--- config.mk ---
export PLATFORM = sky130hd
export DESIGN_NAME = ex_stage_reg_flat
export DESIGN_NICKNAME = d
export VERILOG_FILES = /design/src/rtl/ex_stage_reg_pkg.sv /design/src/rtl/ex_stage_reg_if.sv /design/src/rtl/ex_stage_reg_flopenrc_n.sv /design/src/rtl/ex_stage_reg.sv /design/src/flat_wrapper.sv
export SDC_FILE = /design/constraint.sdc
export NUM_CORES = 1
export LEC_CHECK = 0
export ABC_CLOCK_PERIOD_IN_PS = 2280
export CORE_ASPECT_RATIO = 0.6
export CORE_MARGIN = 8
export CORE_UTILIZATION = 41
export DETAILED_ROUTE_END_ITERATION = 6
export PLACE_DENSITY = 0.9
export SLEW_MARGIN = 30
export SYNTH_ARGS = -nofsm -noshare
export SYNTH_HDL_FRONTEND = slang
export SYNTH_SLANG_ARGS = --single-unit
--- constraint.sdc ---
create_clock -name clk -period 2.28 [get_ports clk]
set_input_delay 0.57 -clock clk [delete_from_list [all_inputs] [get_ports clk]]
set_output_delay 0.57 -clock clk [all_outputs]
set_load 0.05 [all_outputs]
--- src/rtl/ex_stage_reg_pkg.sv ---
// rtl/ex_stage_reg_pkg.sv - shared types and constants for the decode->execute pipeline register
package ex_stage_reg_pkg;

  localparam logic [3:0] COND_AL = 4'b1110;

  typedef struct packed {
    logic       valid;
    logic       mode_rv;
    logic [3:0] cond;
    logic [1:0] flag_write;
    logic       pcsrc;
    logic       regwrite;
    logic       memwrite;
    logic       branch;
    logic       jump;
  } ctrl_e_t;

  // Bubble keeps cond at AL so condcheck never sees an undefined cond field
  localparam ctrl_e_t BUBBLE_CTRL = '{
    valid:      1'b0,
    mode_rv:    1'b0,
    cond:       COND_AL,
    flag_write: 2'b00,
    pcsrc:      1'b0,
    regwrite:   1'b0,
    memwrite:   1'b0,
    branch:     1'b0,
    jump:       1'b0
  };

  function automatic ctrl_e_t make_bubble(input logic mode_rv);
    ctrl_e_t c;
    c         = BUBBLE_CTRL;
    c.mode_rv = mode_rv;
    return c;
  endfunction

endpackage

--- src/rtl/ex_stage_reg_if.sv ---
// rtl/ex_stage_reg_if.sv - decode-side inputs and execute-side outputs of the E pipeline register
interface ex_stage_reg_if #(
  parameter int WIDTH = 32,
  parameter int RADDR = 5
);

  logic             valid_d;
  logic             mode_rv_d;
  logic [3:0]       cond_d;
  logic [1:0]       flag_write_d;
  logic             pcsrc_d;
  logic             regwrite_d;
  logic             memwrite_d;
  logic             branch_d;
  logic             jump_d;
  logic [WIDTH-1:0] rd1_d;
  logic [WIDTH-1:0] rd2_d;
  logic [WIDTH-1:0] ext_imm_d;
  logic [WIDTH-1:0] pc_d;
  logic [RADDR-1:0] wa3_d;
  logic [3:0]       flags_d;

  logic             valid_e;
  logic             mode_rv_e;
  logic [3:0]       cond_e;
  logic [1:0]       flag_write_e;
  logic             pcsrc_e;
  logic             regwrite_e;
  logic             memwrite_e;
  logic             branch_e;
  logic             jump_e;
  logic [WIDTH-1:0] rd1_e;
  logic [WIDTH-1:0] rd2_e;
  logic [WIDTH-1:0] ext_imm_e;
  logic [WIDTH-1:0] pc_e;
  logic [RADDR-1:0] wa3_e;
  logic [3:0]       flags_e;

  modport master (
    output valid_d, mode_rv_d, cond_d, flag_write_d, pcsrc_d, regwrite_d,
           memwrite_d, branch_d, jump_d, rd1_d, rd2_d, ext_imm_d, pc_d,
           wa3_d, flags_d,
    input  valid_e, mode_rv_e, cond_e, flag_write_e, pcsrc_e, regwrite_e,
           memwrite_e, branch_e, jump_e, rd1_e, rd2_e, ext_imm_e, pc_e,
           wa3_e, flags_e
  );

  modport slave (
    input  valid_d, mode_rv_d, cond_d, flag_write_d, pcsrc_d, regwrite_d,
           memwrite_d, branch_d, jump_d, rd1_d, rd2_d, ext_imm_d, pc_d,
           wa3_d, flags_d,
    output valid_e, mode_rv_e, cond_e, flag_write_e, pcsrc_e, regwrite_e,
           memwrite_e, branch_e, jump_e, rd1_e, rd2_e, ext_imm_e, pc_e,
           wa3_e, flags_e
  );

endinterface

--- src/rtl/ex_stage_reg_flopenrc_n.sv ---
// rtl/ex_stage_reg_flopenrc_n.sv - flop with async active-low reset, enable and sync clear
module flopenrc_n #(
  parameter int            W       = 1,
  parameter logic [W-1:0]  RST_VAL = '0
) (
  input  logic         clk,
  input  logic         rst_n,
  input  logic         en_i,
  input  logic         clr_i,
  input  logic [W-1:0] d_i,
  output logic [W-1:0] q_o
);

  // Sync clear returns to the reset value and wins over the enable
  always_ff @(posedge clk or negedge rst_n) begin
    if (!rst_n) begin
      q_o <= RST_VAL;
    end else if (clr_i) begin
      q_o <= RST_VAL;
    end else if (en_i) begin
      q_o <= d_i;
    end
  end

endmodule

--- src/rtl/ex_stage_reg.sv ---
// rtl/ex_stage_reg.sv - decode->execute pipeline register with NZCV flags and bubble counter
module ex_stage_reg #(
  parameter int WIDTH = 32,
  parameter int RADDR = 5,
  parameter int CNT_W = 16
) (
  input  logic               clk,
  input  logic               reset_n,
  input  logic               stall_e_i,
  input  logic               flush_e_i,
  input  logic               cnt_clr_i,
  ex_stage_reg_if.slave      pipe,
  output logic [CNT_W-1:0]   bubble_cnt_o
);
  import ex_stage_reg_pkg::*;

  localparam int DW = 4 * WIDTH + RADDR;
  localparam logic [CNT_W-1:0] CNT_MAX = '1;

  logic             bubble_in;
  ctrl_e_t          ctrl_d;
  ctrl_e_t          ctrl_q;
  logic             ctrl_en;
  logic [DW-1:0]    data_d;
  logic [DW-1:0]    data_q;
  logic             flags_en;
  logic [3:0]       flags_q;
  logic             cnt_en;
  logic [CNT_W-1:0] cnt_d;
  logic [CNT_W-1:0] cnt_q;

  assign bubble_in = flush_e_i | ~pipe.valid_d;

  // Mode tracks decode even for bubbles so the flags gate follows the stream
  always_comb begin
    ctrl_d = '{
      valid:      1'b1,
      mode_rv:    pipe.mode_rv_d,
      cond:       pipe.cond_d,
      flag_write: pipe.flag_write_d,
      pcsrc:      pipe.pcsrc_d,
      regwrite:   pipe.regwrite_d,
      memwrite:   pipe.memwrite_d,
      branch:     pipe.branch_d,
      jump:       pipe.jump_d
    };
    if (bubble_in) begin
      ctrl_d = make_bubble(pipe.mode_rv_d);
    end
  end

  assign ctrl_en = flush_e_i | ~stall_e_i;

  flopenrc_n #(.W($bits(ctrl_e_t)), .RST_VAL(BUBBLE_CTRL)) u_ctrl (
    .clk   (clk),
    .rst_n (reset_n),
    .en_i  (ctrl_en),
    .clr_i (1'b0),
    .d_i   (ctrl_d),
    .q_o   (ctrl_q)
  );

  assign data_d = {pipe.rd1_d, pipe.rd2_d, pipe.ext_imm_d, pipe.pc_d, pipe.wa3_d};

  flopenrc_n #(.W(DW)) u_data (
    .clk   (clk),
    .rst_n (reset_n),
    .en_i  (~stall_e_i),
    .clr_i (1'b0),
    .d_i   (data_d),
    .q_o   (data_q)
  );

  // Flags follow the instruction currently in E; RISC-V ops never touch NZCV
  assign flags_en = ~stall_e_i & ~ctrl_q.mode_rv;

  flopenrc_n #(.W(4)) u_flags (
    .clk   (clk),
    .rst_n (reset_n),
    .en_i  (flags_en),
    .clr_i (1'b0),
    .d_i   (pipe.flags_d),
    .q_o   (flags_q)
  );

  assign cnt_d  = cnt_q + CNT_W'(1);
  assign cnt_en = ~stall_e_i & bubble_in & (cnt_q != CNT_MAX);

  flopenrc_n #(.W(CNT_W)) u_bubble_cnt (
    .clk   (clk),
    .rst_n (reset_n),
    .en_i  (cnt_en),
    .clr_i (cnt_clr_i),
    .d_i   (cnt_d),
    .q_o   (cnt_q)
  );

  assign pipe.valid_e      = ctrl_q.valid;
  assign pipe.mode_rv_e    = ctrl_q.mode_rv;
  assign pipe.cond_e       = ctrl_q.cond;
  assign pipe.flag_write_e = ctrl_q.flag_write;
  assign pipe.pcsrc_e      = ctrl_q.pcsrc;
  assign pipe.regwrite_e   = ctrl_q.regwrite;
  assign pipe.memwrite_e   = ctrl_q.memwrite;
  assign pipe.branch_e     = ctrl_q.branch;
  assign pipe.jump_e       = ctrl_q.jump;

  assign {pipe.rd1_e, pipe.rd2_e, pipe.ext_imm_e, pipe.pc_e, pipe.wa3_e} = data_q;

  assign pipe.flags_e = flags_q;
  assign bubble_cnt_o = cnt_q;

endmodule
--- src/flat_wrapper.sv ---
// flat-port wrapper written by rule: the top's interface ports become plain ports
module ex_stage_reg_flat import ex_stage_reg_pkg::*;
#(
  parameter int WIDTH = 32,
  parameter int RADDR = 5,
  parameter int CNT_W = 16
)
  (clk, reset_n, stall_e_i, flush_e_i, cnt_clr_i, bubble_cnt_o, pipe_valid_d, pipe_mode_rv_d, pipe_cond_d, pipe_flag_write_d, pipe_pcsrc_d, pipe_regwrite_d, pipe_memwrite_d, pipe_branch_d, pipe_jump_d, pipe_rd1_d, pipe_rd2_d, pipe_ext_imm_d, pipe_pc_d, pipe_wa3_d, pipe_flags_d, pipe_valid_e, pipe_mode_rv_e, pipe_cond_e, pipe_flag_write_e, pipe_pcsrc_e, pipe_regwrite_e, pipe_memwrite_e, pipe_branch_e, pipe_jump_e, pipe_rd1_e, pipe_rd2_e, pipe_ext_imm_e, pipe_pc_e, pipe_wa3_e, pipe_flags_e);
  ex_stage_reg_if #(.WIDTH(WIDTH), .RADDR(RADDR)) pipe_i ();
  input  logic clk;
  input  logic reset_n;
  input  logic stall_e_i;
  input  logic flush_e_i;
  input  logic cnt_clr_i;
  output logic [CNT_W-1:0] bubble_cnt_o;
  input wire logic [$bits(pipe_i.valid_d)-1:0] pipe_valid_d;
  input wire logic [$bits(pipe_i.mode_rv_d)-1:0] pipe_mode_rv_d;
  input wire logic [$bits(pipe_i.cond_d)-1:0] pipe_cond_d;
  input wire logic [$bits(pipe_i.flag_write_d)-1:0] pipe_flag_write_d;
  input wire logic [$bits(pipe_i.pcsrc_d)-1:0] pipe_pcsrc_d;
  input wire logic [$bits(pipe_i.regwrite_d)-1:0] pipe_regwrite_d;
  input wire logic [$bits(pipe_i.memwrite_d)-1:0] pipe_memwrite_d;
  input wire logic [$bits(pipe_i.branch_d)-1:0] pipe_branch_d;
  input wire logic [$bits(pipe_i.jump_d)-1:0] pipe_jump_d;
  input wire logic [$bits(pipe_i.rd1_d)-1:0] pipe_rd1_d;
  input wire logic [$bits(pipe_i.rd2_d)-1:0] pipe_rd2_d;
  input wire logic [$bits(pipe_i.ext_imm_d)-1:0] pipe_ext_imm_d;
  input wire logic [$bits(pipe_i.pc_d)-1:0] pipe_pc_d;
  input wire logic [$bits(pipe_i.wa3_d)-1:0] pipe_wa3_d;
  input wire logic [$bits(pipe_i.flags_d)-1:0] pipe_flags_d;
  output wire logic [$bits(pipe_i.valid_e)-1:0] pipe_valid_e;
  output wire logic [$bits(pipe_i.mode_rv_e)-1:0] pipe_mode_rv_e;
  output wire logic [$bits(pipe_i.cond_e)-1:0] pipe_cond_e;
  output wire logic [$bits(pipe_i.flag_write_e)-1:0] pipe_flag_write_e;
  output wire logic [$bits(pipe_i.pcsrc_e)-1:0] pipe_pcsrc_e;
  output wire logic [$bits(pipe_i.regwrite_e)-1:0] pipe_regwrite_e;
  output wire logic [$bits(pipe_i.memwrite_e)-1:0] pipe_memwrite_e;
  output wire logic [$bits(pipe_i.branch_e)-1:0] pipe_branch_e;
  output wire logic [$bits(pipe_i.jump_e)-1:0] pipe_jump_e;
  output wire logic [$bits(pipe_i.rd1_e)-1:0] pipe_rd1_e;
  output wire logic [$bits(pipe_i.rd2_e)-1:0] pipe_rd2_e;
  output wire logic [$bits(pipe_i.ext_imm_e)-1:0] pipe_ext_imm_e;
  output wire logic [$bits(pipe_i.pc_e)-1:0] pipe_pc_e;
  output wire logic [$bits(pipe_i.wa3_e)-1:0] pipe_wa3_e;
  output wire logic [$bits(pipe_i.flags_e)-1:0] pipe_flags_e;
  assign pipe_i.valid_d = pipe_valid_d;
  assign pipe_i.mode_rv_d = pipe_mode_rv_d;
  assign pipe_i.cond_d = pipe_cond_d;
  assign pipe_i.flag_write_d = pipe_flag_write_d;
  assign pipe_i.pcsrc_d = pipe_pcsrc_d;
  assign pipe_i.regwrite_d = pipe_regwrite_d;
  assign pipe_i.memwrite_d = pipe_memwrite_d;
  assign pipe_i.branch_d = pipe_branch_d;
  assign pipe_i.jump_d = pipe_jump_d;
  assign pipe_i.rd1_d = pipe_rd1_d;
  assign pipe_i.rd2_d = pipe_rd2_d;
  assign pipe_i.ext_imm_d = pipe_ext_imm_d;
  assign pipe_i.pc_d = pipe_pc_d;
  assign pipe_i.wa3_d = pipe_wa3_d;
  assign pipe_i.flags_d = pipe_flags_d;
  assign pipe_valid_e = pipe_i.valid_e;
  assign pipe_mode_rv_e = pipe_i.mode_rv_e;
  assign pipe_cond_e = pipe_i.cond_e;
  assign pipe_flag_write_e = pipe_i.flag_write_e;
  assign pipe_pcsrc_e = pipe_i.pcsrc_e;
  assign pipe_regwrite_e = pipe_i.regwrite_e;
  assign pipe_memwrite_e = pipe_i.memwrite_e;
  assign pipe_branch_e = pipe_i.branch_e;
  assign pipe_jump_e = pipe_i.jump_e;
  assign pipe_rd1_e = pipe_i.rd1_e;
  assign pipe_rd2_e = pipe_i.rd2_e;
  assign pipe_ext_imm_e = pipe_i.ext_imm_e;
  assign pipe_pc_e = pipe_i.pc_e;
  assign pipe_wa3_e = pipe_i.wa3_e;
  assign pipe_flags_e = pipe_i.flags_e;
  ex_stage_reg #(.WIDTH(WIDTH), .RADDR(RADDR), .CNT_W(CNT_W)) u_core (.clk(clk), .reset_n(reset_n), .stall_e_i(stall_e_i), .flush_e_i(flush_e_i), .cnt_clr_i(cnt_clr_i), .pipe(pipe_i), .bubble_cnt_o(bubble_cnt_o));
endmodule
==> results of run 1 <==
## synth_stat cells, drive strengths merged, types with 2 or more instances
master	n
nor4	4
nor3	5
nand2	9
nand2b	8
buf	13
clkbuf	11
nor2b	6
nor2	17
nand4	6
and3	9
inv	2
o22ai	2
o21ai	5
a22oi	2
dfstp	3
o31ai	5
nand3	2
mux2	141
a311oi	2
a21oi	16
dfrtp	163
or4	7
## registers in the layout, indices dropped and copies added, names as in the netlist
name                     cells
u_core.u_flags.q_o           4
u_core.u_ctrl.q_o           13
u_core.u_data.q_o          133
u_core.u_bubble_cnt.q_o     16
## report_power, final
part	switching (mW)	internal (mW)	total (mW)
Combinational	1.34	0.880	2.22
Clock	1.23	1.63	2.86
Sequential	0.141	3.21	3.35
## cell type report
cell class	instances	area, sq um	share of cell area [%]
clock inverter	13	148.9	1.406
inverter	2	7.507	0.07090
clock buffer	18	429.2	4.053
timing repair buffer	333	3322	31.37
multi-input combinational	258	2270	21.43
sequential	166	4158	39.27
tap	203	254.0	2.399
## cells by family after synthesis
group           Yosys count
simple gates             80
fa+ha+maj                 1
buf+inv                  26
flops                   166
compound gates           35
mux                     142
## worst paths after layout
path / end / slack [ps] / cells after the start / startpoint
worst min-delay path: u_core.u_data.q_o[77] / 490 / 1 / u_core.u_data.q_o[77]
max in group asynchronous: u_core.u_data.q_o[121] / 1030 / 3 / reset_n
min in group asynchronous: u_core.u_data.q_o[17] / 530 / 2 / reset_n
worst min register to register: u_core.u_data.q_o[77] / 490 / 1 / u_core.u_data.q_o[77]
worst max register to register: u_core.u_bubble_cnt.q_o[2] / 280 / 6 / u_core.u_bubble_cnt.q_o[1]
worst max-delay path: bubble_cnt_o[11] / 30 / 1 / u_core.u_bubble_cnt.q_o[11]
## metal layers
metal | part of all wire [%] | track usage, %
met1 | 38 | 21.49
met2 | 49 | 33.61
met3 | 12 | 8.743
met4 | 1.6 | 6.089
met5 | 0 | 0
## timing repair
item / CTS / global route
gates resized for setup: 9 / 2
hold endpoints to repair: 9 / 0
endpoints found under the setup margin: 9 / 2
hold buffers: 1 / 0
## placed cells by master, fill, tap and decap left out, drive strengths merged, types with 3 or more instances in the layout
cell type | Yosys | final
dfrtp | 163 | 163
clkbuf | 11 | 18
nand2 | 9 | 9
nand2b | 8 | 8
dfstp | 3 | 3
o31ai | 5 | 5
nor2b | 6 | 6
or4 | 7 | 7
nor2 | 17 | 17
mux2 | 141 | 141
buf | 13 | 20
o21ai | 5 | 5
dlygate4sd2 | 0 | 9
nand4 | 6 | 6
a21oi | 16 | 16
nor4 | 4 | 4
nor3 | 5 | 5
and3 | 9 | 9
clkinv | 0 | 4
clkdlybuf4s50 | 0 | 301
inv | 2 | 7
==> summary.txt, run 1 <==
Status
  – Outcome: completed

Synthesis
  – Compound-Gate Fraction of Synth Area: 3.220%
  – Fraction of the yosys area taken by sequential cells: around 64%
  – Synthesized flop and latch total: 166
  – Mapped Cells: 450
  – Cell variety after synth: 39
  – Ranking of synthesized cells by area: dfrtp_1, mux2_2, mux2_1, a21oi_1, dfstp_2
  – Mux cell area share after synthesis: 24.47%
  – Adder-cell share of the synthesized area: 0.1916%
  – Synth Flop Type: dfrtp_1
  – Post-synth top area share: 62.48%
  – Syn_nets: 606
  – Post-synthesis xor/xnor area fraction: 0%
  – Synth area leader: dfrtp_1
  – Syn_area_per_cell: between 10 and 15 sq um
  – Yosys warning total: 0
  – Largest family of logic cells by synthesized area: multiplexers
  – Async set-reset flop share out of synthesis: 100.0%
  – Cell area after synthesis: ~6500 sq um
  – Synth Area in Simple Gates: 6.880%
  – Post-synth EDFFs: 0

GRT
  – Total grt overflow: 0
  – Antenna violations before repair: 0
  – Total Routing Usage GR: roughly 20%
  – Vias in the first global route: about 5,600
  – Pin count of the biggest net entering global routing: 84
  – First-pass GRT wire length: 31,330 microns

Die
  – I/O pin count: 321
  – Core Footprint: between 15,000 and 20,000 sq um
  – Num rows: 35
  – Initial Utilization: approximately 42%
  – Die width: 178.9 microns
  – Die Ht: 113.7 microns
  – Total Die Area: 20,350 sq um

Setup path
  – Crit. End Element: output pin
  – Buffers & Inverters on Critical Path: 1
  – Slowest-stage cell, CP: clkdlybuf4s50_1
  – Crit Path Class: flip-flop to output pin
  – Crit-path max cell delay: around 850 ps
  – CP delay by family, top: buffers and inverters
  – Crit Path Max Fanout: 5
  – Worst Setup Start Kind: flip-flop
  – Critical path data arrival time: between 1500 and 2000 ps
  – Worst-path cell chain: clkdlybuf4s50_1
  – Critical Path RT: 1710 ps

Hold path
  – Hold Crit Class: flip-flop to flip-flop

Placement
  – Placed Instance Area: 10,010 sq um
  – Routability cong.: 0.8760
  – Count of input and output buffers: 320
  – Post-Place Setup Slack: -255.4 ps
  – Inst Count DP: a little under 1,000
  – DP HPWL: 15,920 microns

Detailed routing
  – Avg WL per Cell: 20.65 microns
  – DRT Wirelength: 20,510 microns
  – Via count: 4,985
  – Avg Vias per Cell: 5.020
  – Starting DRC count in detailed routing: between 200 and 300
  – Drt first pass iters: 4
  – Detailed-route DRC error count: 0
  – Post-DRT Antenna Nets: 0

Layout
  – Area Overhead vs Synth: 62.19%
  – Non-filler cells, final: a little under 1,000
  – Layout cells sized above 1: approximately 17%
  – Cell area after layout: 10,590 sq um
  – Final #Nets: 934
  – ANT cells: 0
  – Filler cell count: 1,099
  – Final core occ: 68.50%

STA
  – Fin Hold WS: roughly 490 ps
  – Worst Skew: 6.408 ps
  – Final Max Tran Viols: 0
  – PnR worst setup slack: 31.58 ps
  – # setup viols final: 0
  – Worst Tran Pin Value: approximately 830 ps
  – Max Fclk: 444.8 MHz
  – Post-layout min period: 2248 ps
  – Sum of negative setup slack: 0 ps
  – RSZ-0062 raised after global routing: no
  – Final hold violations: 0
  – Final Cycle Share: 98.62%
  – Rel. slew slack: 44.95%

CTS
  – TritonCTS clock tree: done
  – Worst-path clk slew: 70 ps
  – Clock Latency Late Sink: 410 ps
  – Root buf cell: clkbuf_16
  – CTS sink count: about 170
  – Max Root-Sink Buffers: 2
  – Post-CTS Setup Bufs: 0
  – H-tree Lvls: 4
  – CTS Buf Count: 17

Power
  – P per Cell Area: 796.5 nW/um^2
  – Max VDD drop: 0.5529 mV
  – Power after layout: 8.434 mW
  – LEAKAGE: 4.443 nW

Flow run
  – Number of max-cap violations: 0
Power figures use the tool's default switching activity.
==> run 2: changes to the inputs <==
--- a/config.mk
+++ b/config.mk
@@ -12,2 +12,3 @@
 export DETAILED_ROUTE_END_ITERATION = 6
+export GPL_ROUTABILITY_DRIVEN = 0
 export PLACE_DENSITY = 0.9
--- a/constraint.sdc
+++ b/constraint.sdc
@@ -3,2 +3,2 @@
 set_output_delay 0.57 -clock clk [all_outputs]
-set_load 0.05 [all_outputs]
+set_load 0.01 [all_outputs]
==> summary.txt, run 2 (synthesis results as in run 1) <==
Status
  – Outcome: completed (unchanged)

Die
  – Die width: 178.9 microns (unchanged)
  – Die Ht: 113.7 microns (unchanged)
  – I/O pin count: 321 (unchanged)
  – Initial Utilization: 42.23% (unchanged)
  – Total Die Area: 20,350 sq um (unchanged)
  – Num rows: 35 (unchanged)
  – Core Footprint: 15,460 sq um (unchanged)

Setup path
  – Crit Path Max Fanout: 11 (was 5)
  – CP delay by family, top: buffers and inverters (unchanged)
  – Worst Setup Start Kind: flip-flop (unchanged)
  – Worst-path cell chain: clkdlybuf4s50_1 (unchanged)
  – Crit-path max cell delay: 620 ps (was 850 ps)
  – Critical path data arrival time: 1570 ps (was 1680 ps)
  – Crit Path Class: flip-flop to output pin (unchanged)
  – Critical Path RT: 1710 ps (about the same)
  – Slowest-stage cell, CP: clkdlybuf4s50_1 (unchanged)
  – Crit. End Element: output pin (unchanged)
  – Buffers & Inverters on Critical Path: 1 (unchanged)

CTS
  – Post-CTS Setup Bufs: 0 (unchanged)
  – Post-CTS Resized: 0 (was 9)
  – Max Root-Sink Buffers: 2 (unchanged)
  – Quantity of hold-fixing buffers added after cts: 0 (was 1)
  – CTS Buf Count: 17 (unchanged)
  – CTS sink count: 166 (unchanged)
  – Root buf cell: clkbuf_16 (unchanged)
  – Worst-path clk slew: 70 ps (about the same)
  – H-tree Lvls: 4 (unchanged)
  – TritonCTS clock tree: done (unchanged)
  – Clock Latency Late Sink: 410 ps (about the same)

Layout
  – Top reg by flops: u_core.u_data.q_o (unchanged)
  – Final #Nets: 937 (was 934)
  – Layout cells sized above 1: 17.13% (was 17.22%)
  – Number of flip-flops in the largest register: 133 (unchanged)
  – Largest regs: u_core.u_data.q_o: 133 flops, u_core.u_bubble_cnt.q_o: 16 flops, u_core.u_ctrl.q_o: 13 flops (unchanged)
  – Area Overhead vs Synth: 64.03% (was 62.19%)
  – ANT cells: 0 (unchanged)
  – Non-filler cells, final: 997 (was 993)
  – Most common cell after layout, fill and taps aside: clkdlybuf4s50_1 (unchanged)
  – Commonest non-fill, non-tap cells in the layout: clkdlybuf4s50_1, dfrtp_1, mux2_2, mux2_1 (unchanged)

Detailed routing
  – M1 WL: 7815 microns (was 7771 microns)
  – Starting DRC count in detailed routing: 292 (was 269)
  – Via count: 5,034 (was 4,985)
  – Metal2 WL: 10,180 microns (was 10,010 microns)
  – Detailed-route DRC error count: 0 (unchanged)
  – Drt first pass iters: 5 (was 4)
  – Post-DRT Antenna Nets: 0 (unchanged)
  – DRT Wirelength: 20,700 microns (was 20,510 microns)
  – Max Used Layer: met4 (unchanged)
  – Avg WL per Cell: 20.76 microns (was 20.65 microns)
  – Met3 routed WL: 2408 microns (was 2389 microns)
  – Avg Vias per Cell: 5.049 (was 5.020)

GRT
  – First-pass GRT wire length: 31,910 microns (was 31,330 microns)
  – Pin count of the biggest net entering global routing: 77 (was 84)
  – Total grt overflow: 0 (unchanged)
  – Vias in the first global route: 5,654 (was 5,627)
  – Total Routing Usage GR: 19.98% (was 19.60%)
  – Antenna violations before repair: 0 (unchanged)

Power
  – LEAKAGE: 4.414 nW (was 4.443 nW)
  – Max VDD drop: 0.4883 mV (was 0.5529 mV)
  – P per Cell Area: 734.7 nW/um^2 (was 796.5 nW/um^2)

Hold path
  – Hold Crit Class: input pin to asynchronous set/reset pin (was flip-flop to flip-flop)

STA
  – Worst Tran Pin Value: 639.6 ps (was 825.8 ps)
  – Fin Hold WS: 142.9 ps (was 490.5 ps)
  – Sum of negative setup slack: 0 ps (unchanged)
  – Final Max Tran Viols: 0 (unchanged)
  – Final hold violations: 0 (unchanged)
  – Final Cycle Share: 94.00% (was 98.62%)
  – RSZ-0062 raised after global routing: no (unchanged)
  – Worst Skew: 9.646 ps (was 6.408 ps)
  – PnR worst setup slack: 136.8 ps (was 31.58 ps)
  – Rel. slew slack: 57.03% (was 44.95%)
  – # setup viols final: 0 (unchanged)
  – Post-layout min period: 2143 ps (was 2248 ps)
  – Max Fclk: 466.6 MHz (was 444.8 MHz)

Placement
  – Inst Count DP: 964 (was 961)
  – Post-Place Setup Slack: -238.1 ps (was -255.4 ps)
  – DP HPWL: 15,920 microns (about the same)
  – Count of input and output buffers: 320 (unchanged)

Flow run
  – Number of max-cap violations: 0 (unchanged)
[run 2: layout make-up]
type / count / area [sq um]
Sequential cell: 166 / 4158
Fill cell: 1063 / 4750
Clock inverter: 13 / 183.9
Tap cell: 203 / 254.0
Clock buffer: 19 / 452.9
Multi-Input combinational cell: 258 / 2270
Inverter: 2 / 7.507
Timing Repair Buffer: 336 / 3383
[run 2: final timing paths]
check	start	end	slack (ps)	cells after the start
setup / recovery	u_core.u_bubble_cnt.q_o[7]	bubble_cnt_o[7]	140	1
hold / removal	reset_n	u_core.u_data.q_o[16]	140	1
setup reg to reg	u_core.u_bubble_cnt.q_o[1]	u_core.u_bubble_cnt.q_o[2]	290	6
hold reg to reg	u_core.u_data.q_o[79]	u_core.u_data.q_o[79]	490	1
max in group asynchronous	reset_n	u_core.u_data.q_o[100]	1520	2
min in group clk	u_core.u_data.q_o[79]	u_core.u_data.q_o[79]	490	1
[run 2: power by group]
| group | leakage (nW) | switching (mW) | internal, mW |
|---|---|---|---|
| Sequential | 1.99 | 0.143 | 3.21 |
| Clock | 0.311 | 1.27 | 1.83 |
| Combinational | 2.11 | 0.526 | 0.894 |
[run 2: layer usage]
layer | vias to the layer above | global-route usage [%]
met3 | 18 | 8.644
met2 | 275 | 34.06
met5 | - | 0
met4 | 0 | 5.595
met1 | 2465 | 22.49
li1 | 2276 | -
[run 2: through the flow]
stage | power [mW] | utilization, % | instance area, sq um
after CTS | 7.969 | 69.10 | 10680
after floorplan | 3.827 | - | 6529
after global routing | 8.182 | 69.28 | 10710
final | 7.868 | 69.28 | 10710
after global placement | 4.777 | 64.98 | 10040
after detailed placement | 4.836 | 64.98 | 10040
==> run 3: changes to the inputs <==
CORE_MARGIN = unset   (was 8)
==> summary.txt, run 3 (synthesis results as in run 1) <==
Power
  – Sequential Power Share: 45.0% (was 42.6%)
  – Switch share: 25.38% (was 24.62%)
  – P per Cell Area: 704.9 nW/um^2 (was 734.7 nW/um^2)
  – Power after layout: 7.442 mW (was 7.868 mW)
  – Clock share of power: 36.4% (was 39.4%)
  – Comb power frac: 18.6% (was 18.0%)
  – P_int: 5.553 mW (was 5.931 mW)
  – Max VDD drop: 0.4618 mV (was 0.4883 mV)
  – NetSw: 1.889 mW (was 1.937 mW)
  – LEAKAGE: 4.335 nW (was 4.414 nW)

GRT
  – Total Routing Usage GR: 22.07% (was 19.98%)
  – Total grt overflow: 0 (unchanged)
  – Pin count of the biggest net entering global routing: 67 (was 77)
  – First-pass GRT wire length: 27,640 microns (was 31,910 microns)
  – Antenna violations before repair: 0 (unchanged)
  – Vias in the first global route: 5,366 (was 5,654)

CTS
  – Max Root-Sink Buffers: 2 (unchanged)
  – Quantity of hold-fixing buffers added after cts: 0 (unchanged)
  – CTS sink count: 166 (unchanged)
  – H-tree Lvls: 4 (unchanged)
  – Worst-path clk slew: 80 ps (was 70 ps)
  – Clock Latency Late Sink: 400 ps (was 410 ps)
  – Post-CTS Setup Bufs: 0 (unchanged)
  – TritonCTS clock tree: done (unchanged)
  – CTS Buf Count: 17 (unchanged)
  – Root buf cell: clkbuf_16 (unchanged)
  – Post-CTS Resized: 0 (unchanged)

STA
  – Worst Tran Pin Value: 846.5 ps (was 639.6 ps)
  – Final Cycle Share: 94.07% (was 94.00%)
  – Post-layout min period: 2145 ps (was 2143 ps)
  – RSZ-0062 raised after global routing: no (unchanged)
  – Rel. slew slack: 43.57% (was 57.03%)
  – Final hold violations: 0 (unchanged)
  – PnR worst setup slack: 135.1 ps (was 136.8 ps)
  – Fin Hold WS: 84.67 ps (was 142.9 ps)
  – Max Fclk: 466.2 MHz (was 466.6 MHz)
  – Final Max Tran Viols: 0 (unchanged)
  – # setup viols final: 0 (unchanged)
  – Worst Skew: 12.19 ps (was 9.646 ps)

Detailed routing
  – Via count: 4,952 (was 5,034)
  – Detailed-route DRC error count: 0 (unchanged)
  – Avg Vias per Cell: 4.992 (was 5.049)
  – Avg WL per Cell: 18.15 microns (was 20.76 microns)
  – Drt first pass iters: 4 (was 5)
  – DRT Wirelength: 18,000 microns (was 20,700 microns)
  – Starting DRC count in detailed routing: 256 (was 292)
  – Post-DRT Antenna Nets: 0 (unchanged)

Layout
  – ANT cells: 0 (unchanged)
  – Most common cell after layout, fill and taps aside: clkdlybuf4s50_1 (unchanged)
  – Layout cells sized above 1: 16.48% (was 17.13%)
  – Multi-input gate area: 2270 sq um (unchanged)
  – Register area: 4158 sq um (unchanged)
  – Commonest non-fill, non-tap cells in the layout: clkdlybuf4s50_1, dfrtp_1, mux2_2, mux2_1 (unchanged)
  – Filler cell count: 1,104 (was 1,063)
  – Area Overhead vs Synth: 61.71% (was 64.03%)
  – Top reg by flops: u_core.u_data.q_o (unchanged)
  – Final core occ: 68.30% (was 69.28%)
  – Number of flip-flops in the largest register: 133 (unchanged)
  – Largest regs: u_core.u_data.q_o: 133 flops, u_core.u_bubble_cnt.q_o: 16 flops, u_core.u_ctrl.q_o: 13 flops (unchanged)
  – Final #Nets: 932 (was 937)

Placement
  – DP HPWL: 13,670 microns (was 15,920 microns)
  – Count of input and output buffers: 320 (unchanged)
  – Post-Place Setup Slack: -289.1 ps (was -238.1 ps)

Setup path
  – Buffers & Inverters on Critical Path: 1 (unchanged)
  – Crit-path max cell delay: 560 ps (was 620 ps)
  – CP delay by family, top: simple AND/OR/NAND/NOR gates (was buffers and inverters)
  – Crit Path Max Fanout: 7 (was 11)
  – Slowest-stage cell, CP: or4_1 (was clkdlybuf4s50_1)
  – Crit Path Class: input pin to flip-flop (was flip-flop to output pin)
  – Worst Setup Start Kind: input pin (was flip-flop)
  – Crit. End Element: flip-flop (was output pin)
  – Critical Path RT: 2570 ps (was 1710 ps)
  – Worst-path cell chain: clkdlybuf4s50_1 > nor2b_2 > or4_1 > nor4b_1 > mux2_1 (was clkdlybuf4s50_1)
  – Reg-to-reg startpoint: u_core.u_bubble_cnt.q_o[2] (was u_core.u_bubble_cnt.q_o[1])
  – Crit path from: pipe_valid_d (was u_core.u_bubble_cnt.q_o[7])
  – Critical path data arrival time: 2440 ps (was 1570 ps)

Die
  – Core Footprint: 15,460 sq um (unchanged)
  – Die width: 164.9 microns (was 178.9 microns)
  – Initial Utilization: 42.23% (unchanged)
  – I/O pin count: 321 (unchanged)
  – Total Die Area: 16,450 sq um (was 20,350 sq um)
  – Die Ht: 99.75 microns (was 113.7 microns)
  – Num rows: 35 (unchanged)

Status
  – Outcome: completed (unchanged)

Hold path
  – Hold Crit Class: input pin to asynchronous set/reset pin (unchanged)

Flow run
  – Number of max-cap violations: 0 (unchanged)
-- run 3: routing by layer --
metal	global-route usage [%]	vias up	share of wire (%)	wire length, microns
met1	24.79	2439	37	6747
met4	7.692	0	2.2	393
met2	39.50	220	52	9394
li1	-	2265	-	-
met3	7.006	28	8.1	1465
met5	0	-	0	0
-- run 3: per-stage QoR --
stage | TNS (ps) | area (sq um) | instances
6_report | 0 | 10560 | 992
5_1_grt | 0 | 10560 | 992
4_1_cts | 0 | 10560 | 992
3_5_place_dp | -1281 | 10000 | 960
3_3_place_gp | -558.8 | 10000 | 960
2_1_floorplan | 0 | 6529 | 450
-- run 3: path summary, 6_finish.rpt --
check	end	slack (ps)	depth (start not counted)
max in group asynchronous	u_core.u_data.q_o[71]	1490	2
min in group clk	u_core.u_ctrl.q_o[11]	490	3
hold / removal	u_core.u_data.q_o[4]	80	1
setup reg to reg	u_core.u_bubble_cnt.q_o[15]	360	4
setup / recovery	u_core.u_bubble_cnt.q_o[15]	140	5
hold reg to reg	u_core.u_data.q_o[97]	490	1
-- run 3: cell type report --
| class | count | area share [%] |
|---|---|---|
| repair buffers | 331 | 31.38 |
| clock buffers | 19 | 4.195 |
| flip-flops and latches | 166 | 39.38 |
| well taps | 203 | 2.406 |
| multi-input cells | 258 | 21.50 |
| clock inverters | 13 | 1.067 |
| inverters | 2 | 0.07111 |
-- run 3: power by group through the flow --
| stage | registers (mW) | clock network, mW | logic, mW |
|---|---|---|---|
| after global routing | 3.38 | 2.90 | 1.48 |
| after global placement | 3.38 | 0 | 1.36 |
| after CTS | 3.35 | 2.78 | 1.41 |
| after detailed placement | 3.40 | 0 | 1.40 |
| final | 3.35 | 2.71 | 1.38 |
| after floorplan | 3.51 | 0 | 0.314 |
